<file path="src/rtl/rom_arbiter.sv">
//------------------------------------------------------------------------------
// Module  : rom_arbiter
// Brief   : Round-robin arbiter sharing one SDRAM ROM read port between N
//           read-only clients; optional WAIT watchdog via ROM_ARB_TIMEOUT_EN.
// Revision: 1.0 - initial release
//------------------------------------------------------------------------------
`default_nettype none

module rom_arbiter #(
    parameter int N       = 3,
    parameter int ADDR_W  = 24,
    parameter int DATA_W  = 16,
    parameter int TIMEOUT = 255
) (
    input  logic                  clk,
    input  logic                  reset,
    input  logic [N-1:0]          req,
    input  logic [N*ADDR_W-1:0]   addr,
    output logic [N-1:0]          valid,
    output logic [DATA_W-1:0]     data,
    output logic [N-1:0]          grant,
    output logic                  sdram_req,
    output logic [ADDR_W-1:0]     sdram_addr,
    input  logic                  sdram_valid,
    input  logic [DATA_W-1:0]     sdram_data,
    output logic                  timeout_err
);

    localparam int LW = $clog2(N);

    typedef enum logic [1:0] {
        S_IDLE    = 2'd0,
        S_WAIT    = 2'd1,
        S_RELEASE = 2'd2
    } state_t;

    state_t        state;
    logic [LW-1:0] last;
    logic [LW-1:0] pick;
    logic [N-1:0]  pick_oh;
    logic          any_req;
    logic          wdog_hit;

    generate
        if (N < 2 || N > 8 || TIMEOUT < 1) begin : g_param_check
            $error("rom_arbiter: parameter out of range");
        end
    endgenerate

    // Scan last+1, last+2, ... so the client served most recently ranks lowest.
    always_comb begin
        pick    = last;
        any_req = 1'b0;
        for (int i = 1; i <= N; i++) begin
            int idx;
            idx = int'(last) + i;
            if (idx >= N) idx = idx - N;
            if (!any_req && req[idx]) begin
                any_req = 1'b1;
                pick    = idx[LW-1:0];
            end
        end
        pick_oh       = '0;
        pick_oh[pick] = 1'b1;
    end

    // Read data passes straight through; a client whose req dropped gets no valid.
    assign valid = (state == S_WAIT && sdram_valid) ? (grant & req) : '0;
    assign data  = (state == S_WAIT) ? sdram_data : '0;

    always_ff @(posedge clk) begin
        if (reset) begin
            state      <= S_IDLE;
            grant      <= '0;
            sdram_req  <= 1'b0;
            sdram_addr <= '0;
            last       <= LW'(N - 1);
        end else begin
            case (state)
                S_IDLE: begin
                    if (any_req) begin
                        grant      <= pick_oh;
                        sdram_addr <= addr[int'(pick)*ADDR_W +: ADDR_W];
                        sdram_req  <= 1'b1;
                        last       <= pick;
                        state      <= S_WAIT;
                    end
                end
                S_WAIT: begin
                    if (sdram_valid || wdog_hit) begin
                        sdram_req <= 1'b0;
                        state     <= S_RELEASE;
                    end
                end
                S_RELEASE: begin
                    grant <= '0;
                    state <= S_IDLE;
                end
                default: state <= S_IDLE;
            endcase
        end
    end

`ifdef ROM_ARB_TIMEOUT_EN
    localparam int WW = $clog2(TIMEOUT + 1);
    localparam logic [WW-1:0] WDOG_LAST = WW'(TIMEOUT - 1);

    logic [WW-1:0] wdog;

    // wdog holds the number of WAIT cycles already spent; the TIMEOUT-th one aborts.
    assign wdog_hit = (state == S_WAIT) && !sdram_valid && (wdog == WDOG_LAST);

    always_ff @(posedge clk) begin
        if (reset) begin
            wdog        <= '0;
            timeout_err <= 1'b0;
        end else begin
            if (state == S_WAIT) wdog <= wdog + 1'b1;
            else                 wdog <= '0;
            if (wdog_hit) timeout_err <= 1'b1;
        end
    end
`else
    assign wdog_hit    = 1'b0;
    assign timeout_err = 1'b0;
`endif

endmodule

`default_nettype wire

</file>
<file path="config.mk">
export PLATFORM = sky130hd
export DESIGN_NAME = rom_arbiter
export DESIGN_NICKNAME = d
export VERILOG_FILES = /design/src/rtl/rom_arbiter.sv
export SDC_FILE = /design/constraint.sdc
export NUM_CORES = 1
export LEC_CHECK = 0
export CORE_ASPECT_RATIO = 1.2
export CORE_MARGIN = 4
export CORE_UTILIZATION = 40
export DETAILED_ROUTE_END_ITERATION = 6
export PLACE_DENSITY = 0.84
export SLEW_MARGIN = 20
export SYNTH_ARGS = -nofsm -noshare
export SYNTH_HDL_FRONTEND = slang
export SYNTH_SLANG_ARGS = --single-unit
</file>
<file path="constraint.sdc">
create_clock -name clk -period 3.65 [get_ports clk]
set_clock_uncertainty 0.1 [all_clocks]
set_input_delay 0.5475 -clock clk [delete_from_list [all_inputs] [get_ports clk]]
set_output_delay 0.5475 -clock clk [all_outputs]
set_load 0.05 [all_outputs]
</file>
Word-level counts from Yosys, hierarchy flattened. Index checks and enable logic that the tools add are counted.

Bits in registers: 32. Input bits: 94. Output and inout bits: 48.

$add $sub $neg: 6. Multiply operators: 1. Order comparisons: 8. Equality and inequality tests: 4. Shift operators: 1. Muxes and demuxes: 30. Bitwise gates (word level): 1. Reductions and logical operators: 13.

Operators by type and width (count): $lt 32x4->1 const B (3); $mux 32 (3); $shiftx 72x8->24 (1); $mux 16 (1); $mux 1 (12); $sub 3x2->4 const B (3); $mux 2 (5); $ge 3x2->1 const B (3); $add 2x2->3 const B (2); $bmux 1 s2 (3); $mux 3 (2); $pmux 3 s2 (1); $reduce_and 2->1 (3); $logic_and 1x1->1 (4); $mul 2x2->4 const B (1); $ne 2x2->1 const B (2); $pmux 2 s2 (1); $reduce_bool 2->1 (2); $add 2x1->3 const B (1); $and 3x3->3 (1); $lt 2x3->1 const B (1); $reduce_and 3->1 (1); $demux 1 s2 (1); $eq 2x1->1 const B (1); 5 further kinds (6).

Logic depth before layout (Yosys ltp).
Word-level depth: 19. Gate-level depth with buffers: 11. Gate-level depth less buffers: 8.

Worst setup path after synthesis. Ideal clock, no wire load.

Path type: reg-to-reg. From: reg last[0]. To: reg sdram_addr[12]. Setup time: 0.089 ns. Arrival: 2.204 ns. Data required time: 3.461 ns. Slack: 1.257 ns. Stages on the path, launching flop included: 11. Buffers on the path: 2. Cells stage by stage: dfxtp_1 > inv_1 > ha_1 > buf_2 > inv_1 > or3_4 > a21oi_4 > buf_6 > o21ai_1 > a21o_1 > a311oi_2.

Cells in the longest elaborated chain, start to end: 15.

RTL lines: start: declaration (RTL line 38) `logic [LW-1:0] last;`; start signal: assignment (RTL line 77) `last <= LW'(N - 1);`; start signal: assignment (RTL line 85) `last <= pick;`; $add 2x1->3 (RTL line 56) `idx = int'(last) + i;`; $sub 3x2->4 or $ge 3x2->1 (tied branches) (RTL line 57) `if (idx >= N) idx = idx - N;`; $mux 32 (RTL line 57); $bmux 1 s2 (RTL line 58) `if (!any_req && req[idx]) begin`; $mux 1 (implied by the code) (2 in a row) (RTL line 58); $mux 1 (RTL line 58); $logic_not 1->1 (RTL line 58); $logic_and 1x1->1 (RTL line 58); $mux 1 (RTL line 58); $logic_not 1->1 (RTL line 58); $logic_and 1x1->1 (RTL line 58); $mux 2 (RTL line 58); $mul 2x2->4 (RTL line 83) `sdram_addr <= addr[int'(pick)*ADDR_W +: ADDR_W];`; $shiftx 72x8->24 (RTL line 83); end signal: assignment (RTL line 83); end: declaration (RTL line 23) `output logic [ADDR_W-1:0] sdram_addr,`.

Several ways; a longest one is shown, not always the timed one. The select of a mux whose other input is x is not followed. A chain may end at the register's enable or synchronous reset.

Worst setup path in the final report.
From: reg last[0]. To: reg sdram_addr[16].

The elaborated chain is that of the path after synthesis.

==> summary.md <==
| Metric | Value |
|---|---|
| Worst slew margin | `0.410` |
| TritonCTS buffer count | `5` |
| Worst R2R Start | `last[0]` |
| Gpl congestion | `0.848` |
| Resize count post-CTS | `0` |
| First-pass GRT wire length | `12800 um` |
| Later-pin clock latency in the skew report | `0.28 ns` |
| Setup slack after layout | `0.639 ns` |
| Hold/Removal Path Class | `reg -> reg` |
| DR iter-0 viols | `113` |
| Area post-placement | `3720 um^2` |
| Fmax | `332 MHz` |
| #FFs+latches synth | `32` |
| Drt total wl | `7880 um` |
| Max-cap violations | `0` |
| Diode count | `0` |
| Type of the worst setup path | `reg -> reg` |
| Post-DRT Antenna Nets | `0` |
| Largest net degree at the start of global routing | `27` |
| Setup crit end | `sdram_addr[16]` |
| Yosys warning count | `0` |
| CTS root buf | `clkbuf_8` |
| I/O pins | `142` |
| Reg clk slew, reported paths | `0.07 ns` |
| Finished Core Util | `0.705` |
| Finished Layout Cells | `482` |
| Core area | `5410 um^2` |
| Die X | `77.1 um` |
| Tot GR Track Use | `0.223` |
| Vias per std cell | `5.51` |
| Initial antenna violation count | `0` |
| Final Hold Fails | `0` |
| Placed insts | `474` |
| Die area | `7010 um^2` |
| Via count | `2658` |
| Final setup viols | `0` |
| Req. time, crit path | `3.75 ns` |
| Clock Sink Count | `32` |
| RSZ-0062 raised after global routing | `false` |
| Vias in the first global route | `2732` |
| Total power | `3.40 mW` |
| Maximum vdd drop | `493 uV` |
| WP data arrival | `3.11 ns` |
| IO Port Bufs | `140` |
| Pre-CTS setup slack | `0.442 ns` |
| Seq/Total Area, Yosys | `0.279` |
| # Post-CTS Setup Buffers | `0` |
| Power per standard cell area | `894 nW/um^2` |
| Ranking of synthesized cells by area | `dfxtp_1 28%, a311oi_2 12%, nand3_1 10%` |
| Unique cell type count in the Yosys netlist | `39` |
| Top-count cell post-synth | `nand3_1` |
| Placement Rows | `29` |
| LEAKAGE | `1.46 nW` |
| Crit path launch | `last[0]` |
| Period minus WS final | `3.01 ns` |
| Worst Reg-to-Reg Cells | `9` |
| TritonCTS clock tree | `yes` |
| Fin Setup TNS | `0 ns` |
| Post-Syn Instances | `291` |
| Flop-to-flop setup slack | `0.64 ns` |
| Layout cells sized above 1 | `0.100` |
| Crit end category | `flip-flop` |
| Post-synth top area cell | `dfxtp_1` |
| Area share of the largest cell type after synthesis | `0.279` |
| Crit Path Max Fanout | `23` |
| Starting Density | `0.424` |
| Status | `complete, no violations` |
| H-tree levels | `2` |
| Top FF cell, synth | `dfxtp_1` |
| Clock tree buffer depth | `2` |
| DIE HEIGHT | `90.9 um` |
| Synthesized Nets | `388` |
| Cell area after synthesis | `2290 um^2` |
| Post-Syn Area per Cell | `7.88 um^2` |
| CTS Hold Buffers Added | `0` |
| # DRC | `0` |
| Wire length per cell | `16.3 um` |
| Startpoint Class | `flip-flop` |
| Top cells by count, synth | `48 x nand3_1, 32 x dfxtp_1, 29 x nor2_1, 24 x a21o_1` |
| DR pass1 iterations | `4` |
| Post-synth EDFFs | `0` |
| Area delta synth->final | `66.2%` |
| Fin. max-slew vios | `0` |
| Final net count | `516` |
| Design area | `3810 um^2` |
| Grt ovf | `0` |
| Reg2Reg Capture Point | `sdram_addr[16]` |
| Asr flop ratio synth | `0` |
| Worst-Margin Slew | `0.884 ns` |
| Crit share post-route | `0.825` |
| Worst hold slack | `0.379 ns` |
| HPWL Detailed | `6120 um` |
[worst min-delay path by stage]
stage / cells past startpoint / start / endpoint
detailed placement: 2 / sdram_req / sdram_req
global placement: 2 / sdram_req / sdram_req
finish: 2 / sdram_req / sdram_req
floorplan: 2 / last[1] / last[1]
CTS: 2 / sdram_req / sdram_req
global route: 2 / sdram_req / sdram_req
[cells by family (layout without fill, tap and decap cells)]
group           after synthesis  in the layout  synth area share
simple gates                122            122             0.271
buf+inv                      36            165            0.0764
fa+ha+maj                     3              3            0.0164
compound gates               95             95             0.347
flops                        32             32             0.279
other cells                   1              1           0.00164
mux                           2              2           0.00873
[critical path, stage by stage (launching register included)]
cell	delay (ns)
dfxtp_1	0.39
inv_1	0.16
ha_1	0.44
mux2i_1	0.15
o21ai_0	0.34
nand3b_1	0.17
o211a_2	0.53
buf_4	0.25
nand3_1	0.11
a311oi_2	0.30
[cell type report]
| class | instances | area (um^2) |
|---|---|---|
| Clock buffer | 7 | 86.3 |
| Sequential cell | 32 | 641 |
| Timing Repair Buffer | 149 | 1480 |
| Fill cell | 458 | 1600 |
| Multi-Input combinational cell | 223 | 1490 |
| Inverter | 8 | 30.0 |
| Tap cell | 62 | 77.6 |
| Clock inverter | 1 | 7.51 |
[layer usage]
| layer | vias up | track usage | wire [um] | part of all wire |
|---|---|---|---|---|
| met4 | 0 | 0.0653 | 120 | 0.015 |
| li1 | 1312 | - | - | - |
| met3 | 13 | 0.0838 | 669 | 0.085 |
| met2 | 118 | 0.413 | 4030 | 0.51 |
| met1 | 1215 | 0.233 | 3060 | 0.39 |
| met5 | - | 0 | 0 | 0 |
[report_power, final]
| group | total (mW) | internal (mW) | switching, mW |
|---|---|---|---|
| logic | 2.56 | 0.962 | 1.60 |
| clock network | 0.281 | 0.153 | 0.128 |
| registers | 0.560 | 0.486 | 0.0737 |
| total | 3.40 | 1.60 | 1.80 |
[placed cells by master, fill, tap and decap left out, types with 2 or more instances in the layout]
cell / count
clkdlybuf4s50_1: 140
nand3_1: 48
dfxtp_1: 32
nor2_1: 27
a21o_1: 24
o21ai_1: 18
a311oi_2: 18
and2_1: 17
inv_1: 8
o21ai_0: 8
a21oi_1: 8
buf_4: 8
nand2_1: 7
a311oi_1: 6
clkbuf_8: 6
and3_1: 5
nand2b_1: 5
nor2b_1: 4
ha_1: 3
mux2i_1: 2
a22o_1: 2
a31oi_1: 2
a22oi_2: 2
nor4_1: 2
[flip-flops by register name (all words and copies together) (netlist names)]
name and count:
sdram_req 1, state 2, sdram_addr 24, grant 3, last 2
Note: power is estimated with default switching activity, not from simulation.
